**src/rtl/frame_tx_scheduler_pkg.sv**
```systemverilog
// Shared constants for the frame scheduler and the framing encoder it drives.
// State encodings are plain localparams so older tools can share them unchanged.
package frame_tx_scheduler_pkg;

   localparam logic [2:0] ST_IDLE    = 3'd0;
   localparam logic [2:0] ST_LOAD    = 3'd1;
   localparam logic [2:0] ST_WAIT_RX = 3'd2;
   localparam logic [2:0] ST_WAIT_TX = 3'd3;
   localparam logic [2:0] ST_TAIL    = 3'd4;

   // Encoder geometry; the encoder itself is built from these same values.
   localparam int LEFT_PAD    = 80;
   localparam int BIT_CYCLES  = 8;
   localparam int TAIL_CYCLES = 16;
   localparam int MAX_BYTES   = 20;

endpackage

```
**src/rtl/frame_tx_scheduler_rr_arbiter.sv**
```systemverilog
// Combinational round-robin arbiter: picks the first requester at or after
// the pointer, wrapping cyclically.
module rr_arbiter
   import frame_tx_scheduler_pkg::*;
#(
   parameter int N_SRC = 4,
   parameter int SRC_W = 2
) (
   input  logic [N_SRC-1:0] req_i,
   input  logic [SRC_W-1:0] ptr_i,
   output logic [N_SRC-1:0] gnt_o,
   output logic [SRC_W-1:0] idx_o,
   output logic             valid_o
);

   int   cand;
   logic found;

   always_comb begin
      gnt_o   = '0;
      idx_o   = '0;
      valid_o = 1'b0;
      found   = 1'b0;
      cand    = 0;
      for (int k = 0; k < N_SRC; k++) begin
         cand = int'(ptr_i) + k;
         if (cand >= N_SRC) cand = cand - N_SRC;
         if (!found && req_i[cand]) begin
            found       = 1'b1;
            gnt_o[cand] = 1'b1;
            idx_o       = cand[SRC_W-1:0];
         end
      end
      valid_o = found;
   end

endmodule

```
**src/rtl/frame_tx_scheduler.sv**
```systemverilog
// Shares one framing encoder between N_SRC sources: round-robin grant, one
// contiguous byte burst per frame, then waits out both indicators and padding.
module frame_tx_scheduler #(
   parameter int N_SRC       = 4,
   parameter int SRC_W       = 2,
   parameter int MAX_BYTES   = frame_tx_scheduler_pkg::MAX_BYTES,
   parameter int TAIL_CYCLES = frame_tx_scheduler_pkg::TAIL_CYCLES,
   parameter int TIMEOUT     = 2048
) (
   input  logic               clk,
   input  logic               reset_n,
   input  logic [N_SRC-1:0]   src_req,
   input  logic [8*N_SRC-1:0] src_data,
   input  logic [N_SRC-1:0]   src_last,
   output logic [N_SRC-1:0]   src_pop,
   output logic [SRC_W-1:0]   grant_id,
   output logic [7:0]         enc_din,
   output logic               enc_din_valid,
   input  logic               enc_indicator,
   output logic               busy,
   output logic               frame_done,
   output logic               frame_err
);
   import frame_tx_scheduler_pkg::*;

   localparam int CNT_W = $clog2(MAX_BYTES + 1);
   localparam int TMR_W = $clog2(TIMEOUT);

   logic [2:0]       state_q,    state_d;
   logic [SRC_W-1:0] grant_q,    grant_d;
   logic [N_SRC-1:0] grantOh_q,  grantOh_d;
   logic [SRC_W-1:0] rrPtr_q,    rrPtr_d;
   logic [CNT_W-1:0] byteCnt_q,  byteCnt_d;
   logic [TMR_W-1:0] timer_q,    timer_d;
   logic             trunc_q,    trunc_d;
   logic [7:0]       din_q,      din_d;
   logic             dinValid_q, dinValid_d;
   logic             done_q,     done_d;
   logic             err_q,      err_d;

   logic [N_SRC-1:0] arbGnt;
   logic [SRC_W-1:0] arbIdx;
   logic             arbValid;
   logic             grantReq;
   logic             grantLast;

   rr_arbiter #(.N_SRC(N_SRC), .SRC_W(SRC_W)) u_arb (
      .req_i   (src_req),
      .ptr_i   (rrPtr_q),
      .gnt_o   (arbGnt),
      .idx_o   (arbIdx),
      .valid_o (arbValid)
   );

   assign grantReq  = |(src_req & grantOh_q);
   assign grantLast = |(src_last & grantOh_q);

   // A source dropping its request mid-frame ends the burst without a pop and
   // is reported as truncated, so no undefined byte reaches the encoder.
   always_comb begin
      state_d    = state_q;
      grant_d    = grant_q;
      grantOh_d  = grantOh_q;
      rrPtr_d    = rrPtr_q;
      byteCnt_d  = byteCnt_q;
      timer_d    = timer_q;
      trunc_d    = trunc_q;
      din_d      = '0;
      dinValid_d = 1'b0;
      done_d     = 1'b0;
      err_d      = 1'b0;
      src_pop    = '0;
      case (state_q)
         ST_IDLE: begin
            byteCnt_d = '0;
            timer_d   = '0;
            if (arbValid) begin
               grant_d   = arbIdx;
               grantOh_d = arbGnt;
               rrPtr_d   = (arbIdx == SRC_W'(N_SRC - 1)) ? '0 : arbIdx + 1'b1;
               trunc_d   = 1'b0;
               state_d   = ST_LOAD;
            end
         end
         ST_LOAD: begin
            timer_d = '0;
            if (grantReq) begin
               src_pop    = grantOh_q;
               din_d      = src_data[{grant_q, 3'b000} +: 8];
               dinValid_d = 1'b1;
               byteCnt_d  = byteCnt_q + 1'b1;
               if (grantLast) begin
                  state_d = ST_WAIT_RX;
               end else if (byteCnt_q == CNT_W'(MAX_BYTES - 1)) begin
                  state_d = ST_WAIT_RX;
                  trunc_d = 1'b1;
               end
            end else begin
               state_d = ST_WAIT_RX;
               trunc_d = 1'b1;
            end
         end
         ST_WAIT_RX, ST_WAIT_TX: begin
            if (enc_indicator) begin
               state_d = (state_q == ST_WAIT_RX) ? ST_WAIT_TX : ST_TAIL;
               timer_d = '0;
            end else if (timer_q == TMR_W'(TIMEOUT - 1)) begin
               state_d = ST_IDLE;
               err_d   = 1'b1;
            end else begin
               timer_d = timer_q + 1'b1;
            end
         end
         ST_TAIL: begin
            if (timer_q == TMR_W'(TAIL_CYCLES - 1)) begin
               state_d = ST_IDLE;
               done_d  = 1'b1;
               err_d   = trunc_q;
            end else begin
               timer_d = timer_q + 1'b1;
            end
         end
         default: state_d = ST_IDLE;
      endcase
   end

   always_ff @(posedge clk or negedge reset_n) begin
      if (!reset_n) begin
         state_q    <= ST_IDLE;
         grant_q    <= '0;
         grantOh_q  <= '0;
         rrPtr_q    <= '0;
         byteCnt_q  <= '0;
         timer_q    <= '0;
         trunc_q    <= 1'b0;
         din_q      <= '0;
         dinValid_q <= 1'b0;
         done_q     <= 1'b0;
         err_q      <= 1'b0;
      end else begin
         state_q    <= state_d;
         grant_q    <= grant_d;
         grantOh_q  <= grantOh_d;
         rrPtr_q    <= rrPtr_d;
         byteCnt_q  <= byteCnt_d;
         timer_q    <= timer_d;
         trunc_q    <= trunc_d;
         din_q      <= din_d;
         dinValid_q <= dinValid_d;
         done_q     <= done_d;
         err_q      <= err_d;
      end
   end

   assign grant_id      = grant_q;
   assign enc_din       = din_q;
   assign enc_din_valid = dinValid_q;
   assign frame_done    = done_q;
   assign frame_err     = err_q;
   assign busy          = (state_q != ST_IDLE);

endmodule

```
**config.mk**
```make
export PLATFORM = sky130hd
export DESIGN_NAME = frame_tx_scheduler
export DESIGN_NICKNAME = d
export VERILOG_FILES = /design/src/rtl/frame_tx_scheduler_pkg.sv /design/src/rtl/frame_tx_scheduler_rr_arbiter.sv /design/src/rtl/frame_tx_scheduler.sv
export SDC_FILE = /design/constraint.sdc
export NUM_CORES = 1
export LEC_CHECK = 0
export CAP_MARGIN = 10
export CORE_MARGIN = 5
export CORE_UTILIZATION = 54
export CTS_CLUSTER_SIZE = 24
export DETAILED_ROUTE_END_ITERATION = 10
export GPL_TIMING_DRIVEN = 0
export PLACE_DENSITY = 0.94
export RECOVER_POWER = 50
export REMOVE_ABC_BUFFERS = 1
export SETUP_SLACK_MARGIN = 0.4
export SLEW_MARGIN = 40
export SYNTH_ARGS = -nofsm -noshare
export SYNTH_HDL_FRONTEND = slang
export SYNTH_SLANG_ARGS = --single-unit
```
**constraint.sdc**
```tcl
create_clock -name clk -period 4.87 [get_ports clk]
set_input_delay 0.487 -clock clk [delete_from_list [all_inputs] [get_ports clk]]
set_output_delay 0.487 -clock clk [all_outputs]
set_load 0.05 [all_outputs]
```
==> metrics.cfg <==
[cts]
cts_tree=done
clock_sinks=39
cts-resized-gates=0
cts_htree_levels=2
cts_buffers=5
ctsHoldBuffers=0
cts_root_buf=clkbuf_8
clk_pin_slew_worst_paths_ps=80
cts_setup_buffers=0
clk_path_buf_depth=2
clock_latency_ps=300

[setup_path]
worstRegToRegCells=8
rrSetupSlack_ps=1780
r2r-end=rrPtr_q[1]
cp.arrival_ps=3080
path_class=flip-flop to output port
critPathMaxFanout=21
crit_required_ps=4380
timing.rr.start=rrPtr_q[0]
worstSetupEndpointType=output port
worstSetupStartpointType=flip-flop

[power_and_ir_drop]
power.leakage_nw=1.39
pwr-share-comb=0.554
power.total_w=0.00182
vdd_drop_max_uv=283
seq_power_share=0.311
power_density_mw_per_mm2=557
p_int_w=0.000975
p_sw_w=0.000848
pwr-share-clk=0.135
switching_share=0.465

[sta]
fin_crit_ps=3570
max_slew_margin=-0.327
tightestPinTransition_ps=1990
finalSetupTns_ps=0
rsz0062_at_grt=no
setup_viol=0
final.period_utilization=0.732
skew_ps=8.08
fmax_ghz=0.280
drv_slew=40
hold_violations=0

[placement]
hpwl_um=4990
placed_cells=351
port_buffers=60
place.gp.congestion=0.854
placed_area_mm2=0.00317

[min_path]
min_path_cells=1
holdPathEnd=byteCnt_q[0]
hp-start=byteCnt_q[0]
hold_path.class=flip-flop to flip-flop

[detailed_routing]
wl_per_cell_um=19.9
first_pass_iters=5
vias_per_cell=6.50
routed_wirelength_um=7150
drtIter0Drc=249
ant_nets=0
drc=0
route.vias.total=2333

[floorplan]
start_util=0.551
die_w_um=79.2
die_area_mm2=0.00627
io_pins=61
rows=25
coreArea_mm2=0.00469
die_h_um=79.2

[global_route]
antenna_found_initial=0
grt_first_pass_wirelength_um=11700
grt_pass1_vias=2278
grt.total_usage=0.244
grt_remaining_overflow=0
grt_max_degree=40

[yosys]
synth_common_cells=39 x dfrtp_1, 22 x a21oi_1, 16 x and2_1, 15 x nand2_1, 13 x nor2_1
synthTopCellsByArea=dfrtp_1 38%, mux4_2 10%, ha_1 5.3%, a21oi_1 4.3%, and2_1 3.9%
ys_types=54
synth-seq-cells=39
yosysSeqAreaShare=0.378
synth_cells=253
ys_warn_count=0
synth.largest_area_cell=dfrtp_1
synth_area_mm2=0.00258
synth_top_area_frac=0.378
yosysMostFrequentCell=dfrtp_1
postSynthAreaPerCell_um2=10.2
synth_flop_cell=dfrtp_1
ys_async_sr_fraction=1.00
synth_edf_count=0

[layout]
instances_no_fill=359
nFillCells=309
drive_gt1_frac=0.115
diodes=0
area_growth_pct=26.6
fin_area_mm2=0.00327
fin_nets=358

[job]
max-cap-violations=1

[status]
outcome=finished, violations left
violations=max-capacitance violations, max-slew violations

[routing by layer]
layer / wire length [um] / track usage / up-vias / share of wire
met4: 376 / 0.129 / 0 / 0.053
li1: - / - / 1033 / -
met2: 3880 / 0.448 / 140 / 0.54
met5: 0 / 0 / - / 0
met3: 379 / 0.0363 / 33 / 0.053
met1: 2510 / 0.270 / 1127 / 0.35
[how the worst max path moves through the flow]
stage | depth (start not counted) | to | start | slack, ps
after floorplan | 7 | rrPtr_q[1] | rrPtr_q[0] | 2090
after global placement | 5 | src_pop[1] | src_req[3] | 1090
after detailed placement | 5 | src_pop[2] | src_req[1] | 1400
after CTS | 4 | src_pop[1] | state_q[1] | 1340
after global routing | 4 | src_pop[1] | state_q[1] | 1200
final | 4 | src_pop[3] | state_q[1] | 1300
[power groups by stage]
stage / clock network, W / registers [W] / logic (W)
final: 0.000246 / 0.000566 / 0.00101
after global routing: 0.000259 / 0.000580 / 0.00110
after CTS: 0.000246 / 0.000562 / 0.00101
after detailed placement: 0 / 0.000560 / 0.000999
after global placement: 0 / 0.000550 / 0.000950
after floorplan: 0 / 0.000628 / 0.000630
[sequential cells by signal, indices dropped and copies added (netlist names)]
register       flops
byteCnt_q          5
grant_id           2
frame_err          1
enc_din            8
timer_q           11
rrPtr_q            2
grantOh_q          4
frame_done         1
trunc_q            1
enc_din_valid      1
state_q            3
[placed cells by master (no fill, tap or decap), types with 7 or more instances in the layout]
cell / instances
dfrtp_1: 39
clkbuf_8: 7
and2_1: 16
ha_1: 11
clkdlybuf4s50_1: 53
inv_1: 8
a21oi_1: 21
nor2b_1: 7
o21ai_0: 12
nor2_1: 13
nand2_1: 15
mux4_2: 12
[logic make-up (layout without fill, tap and decap cells)]
family / count (synthesis) / count (layout) / share of synthesized area
buf+inv: 24 / 76 / 0.0450
flops: 39 / 39 / 0.378
simple gates: 85 / 85 / 0.191
fa+ha+maj: 11 / 11 / 0.0532
compound gates: 64 / 64 / 0.160
mux: 22 / 22 / 0.146
xor+xnor: 8 / 8 / 0.0271
[stage by stage]
stage               hold WS (ps)  utilization  setup WS, ps
floorplan                    191            -          2090
global placement             497        0.675          1090
detailed placement           477        0.675          1400
CTS                          160        0.697          1340
global route                 521        0.698          1200
finish                       514        0.698          1300
[area by class of cell]
class                           instances  area (um^2)  share of cell area
Timing Repair Buffer                   60          594               0.182
Inverter                                8         30.0             0.00917
Clock buffer                            7         96.3              0.0294
Multi-Input combinational cell        190         1500               0.459
Sequential cell                        39          976               0.298
Clock inverter                          1         7.51             0.00229
Tap cell                               54         67.6              0.0206
[critical path: stages (launching register included)]
cell and delay (ps):
dfrtp_1 540, or3b_2 570, a21oi_2 590, and2_1 250
clkdlybuf4s50_1 830
No activity file was read; power rests on OpenSTA's default activity.
==> RTL change, RTL diff (same settings) <==
Make the reset (`reset_n`) synchronous in one clocked block.
--- a/src/rtl/frame_tx_scheduler.sv
+++ b/src/rtl/frame_tx_scheduler.sv
@@ -124,7 +124,7 @@
       endcase
    end
 
-   always_ff @(posedge clk or negedge reset_n) begin
+   always_ff @(posedge clk) begin
       if (!reset_n) begin
          state_q    <= ST_IDLE;
          grant_q    <= '0;
Check against the original RTL: differs if reset_n is asserted again (counterexample within 4 cycles, from zero or initial values and one cycle with reset_n low); with reset_n held inactive, the same outputs for 10 cycles.
==> RTL change against the original RTL <==
Maximum frequency increased by 4.1%; final area decreased by 6.4%; cell count rose by 1.1%; setup slack improved by 0.14 ns; sequential cell count unchanged; hold slack improved by 0.0048 ns; largest power group unchanged; synthesized area shrank 6.0%; power is 30% lower; critical path depth up 1; wire length down 15%.
==> RTL change: results (changes against the original RTL) <==
| Metric | Value |
|---|---|
| Max reg flops | 11 (unchanged) |
| HP Class | reg2reg |
| Worst-skew pair later-pin latency | 0.29 ns |
| Int Pwr | 754 uW (-23%) |
| Num CTS Buffers | 5 (unchanged) |
| Largest net degree at the start of global routing | 29 (-28%) |
| Commonest cells in the netlist | 39 x dfxtp_1, 17 x nor2_1, 16 x nand2_1, 16 x o21ai_0 |
| Final net count | 363 (+1.4%) |
| Antenna cells | 0 (unchanged) |
| Cell leakage power | 1.14 nW (-18%) |
| Register area share after synthesis | 0.321 (-0.0562) |
| Async SR Flop Fraction | 0 (-1.00) |
| CTS H-tree depth | 2 (unchanged) |
| WL per Instance | 16.7 um (-16%) |
| Post-CTS sizing | 0 (unchanged) |
| Worst slew pin tran | 0.968 ns (-1.02 ns) |
| Worst vdd ir | 0.313 mV (+10%) |
| Largest Register | timer_q |
| Global-route wire length before repair | 10100 um (-14%) |
| Mapped Cells | 259 (+2.4%) |
| Worst-path clk slew | 0.08 ns (about the same) |
| Gp weighted congestion | 0.828 (-3.1%) |
| Iteration-0 DRC Markers | 201 (-19%) |
| GRT overflow | 0 (unchanged) |
| Origin of the worst setup path | src_req[2] |
| Largest fanout on the critical path | 19 (-9.5%) |
| Critical path data required time | 4.38 ns (about the same) |
| Placed Area | 3000 um2 (-5.3%) |
| Setup bufs post-CTS | 0 (unchanged) |
| Final clock skew | 0.00896 ns (+0.000883 ns) |
| Final Routed Wirelength | 6060 um (-15%) |
| Vias in the first global route | 2093 (-8.1%) |
| Root buffer cell | clkbuf_8 |
| Routed via count | 2222 (-4.8%) |
| First drt pass iteration count | 4 (-1) |
| Clk buf depth | 2 (unchanged) |
| Outcome | finished, final reports clean |
| Synthesis Warnings | 0 (unchanged) |
| DPL Wire Length | 4670 um (-6.2%) |
| Fraction of layout cells with a size suffix above 1 | 0.0772 (-0.0376) |
| Port buffer count | 60 (unchanged) |
| All-Layer GR Usage | 0.203 (-0.0410) |
| Synth area leaders | dfxtp_1 32%, mux4_2 11%, ha_1 5.1% |
| Yosys cell types | 54 (unchanged) |
| Initial antenna violation count | 0 (unchanged) |
| CP max stage delay | 0.83 ns (about the same) |
| CP max-delay cell | clkdlybuf4s50_1 |
| Worst hold start | timer_q[1] |
## RTL change: stage by stage
stage | util | worst slack [ns]
after global routing | 0.703 | 1.29
after CTS | 0.709 | 1.59
final | 0.703 | 1.44
after floorplan | - | 2.04
after detailed placement | 0.689 | 1.61
after global placement | 0.689 | 1.66
## RTL change: cell type report
| type | count | area, um2 |
|---|---|---|
| Timing Repair Buffer | 60 | 596 |
| Inverter | 12 | 45.0 |
| Tap cell | 52 | 65.1 |
| Clock buffer | 6 | 72.6 |
| Sequential cell | 39 | 781 |
| Clock inverter | 2 | 12.5 |
| Multi-Input combinational cell | 192 | 1490 |
| Fill cell | 319 | 1290 |
## RTL change: logic make-up (layout without fill, tap and decap cells)
logic type	Yosys count	after routing	share of synthesized area
AND/OR/NAND/NOR	86	86	0.201
buffers and inverters	28	80	0.0572
adder cells (fa/ha/maj)	10	10	0.0515
multiplexers	14	14	0.119
flip-flops	39	39	0.321
AO/OA/AOI/OAI	70	70	0.206
XOR/XNOR	12	12	0.0433
## RTL change: final timing paths
kind / cells past startpoint / to / slack [ns]
setup / recovery: 5 / src_pop[3] / 1.44
hold / removal: 2 / timer_q[1] / 0.52
setup reg to reg: 7 / grant_id[1] / 1.59
hold reg to reg: 2 / timer_q[1] / 0.52
## RTL change: worst max-delay path, delay by kind of cell
family                 cells  cell delay, ns
buffers and inverters      2            1.53
AO/OA/AOI/OAI              2            0.70
AND/OR/NAND/NOR            1            0.22
## RTL change: per-layer routing
metal  track usage  part of all wire  vias to the layer above
met2         0.374              0.54                       78
li1              -                 -                     1070
met5             0                 0                        -
met3        0.0211             0.047                       10
met4        0.0739             0.021                        0
met1         0.241              0.39                     1064
## RTL change: power groups by stage
| stage | registers (mW) | clock network (mW) | logic [mW] |
|---|---|---|---|
| 6_report | 0.452 | 0.212 | 0.617 |
| 3_3_place_gp | 0.457 | 0 | 0.597 |
| 2_1_floorplan | 0.490 | 0 | 0.406 |
| 3_5_place_dp | 0.461 | 0 | 0.614 |
| 5_1_grt | 0.464 | 0.231 | 0.667 |
| 4_1_cts | 0.454 | 0.216 | 0.616 |
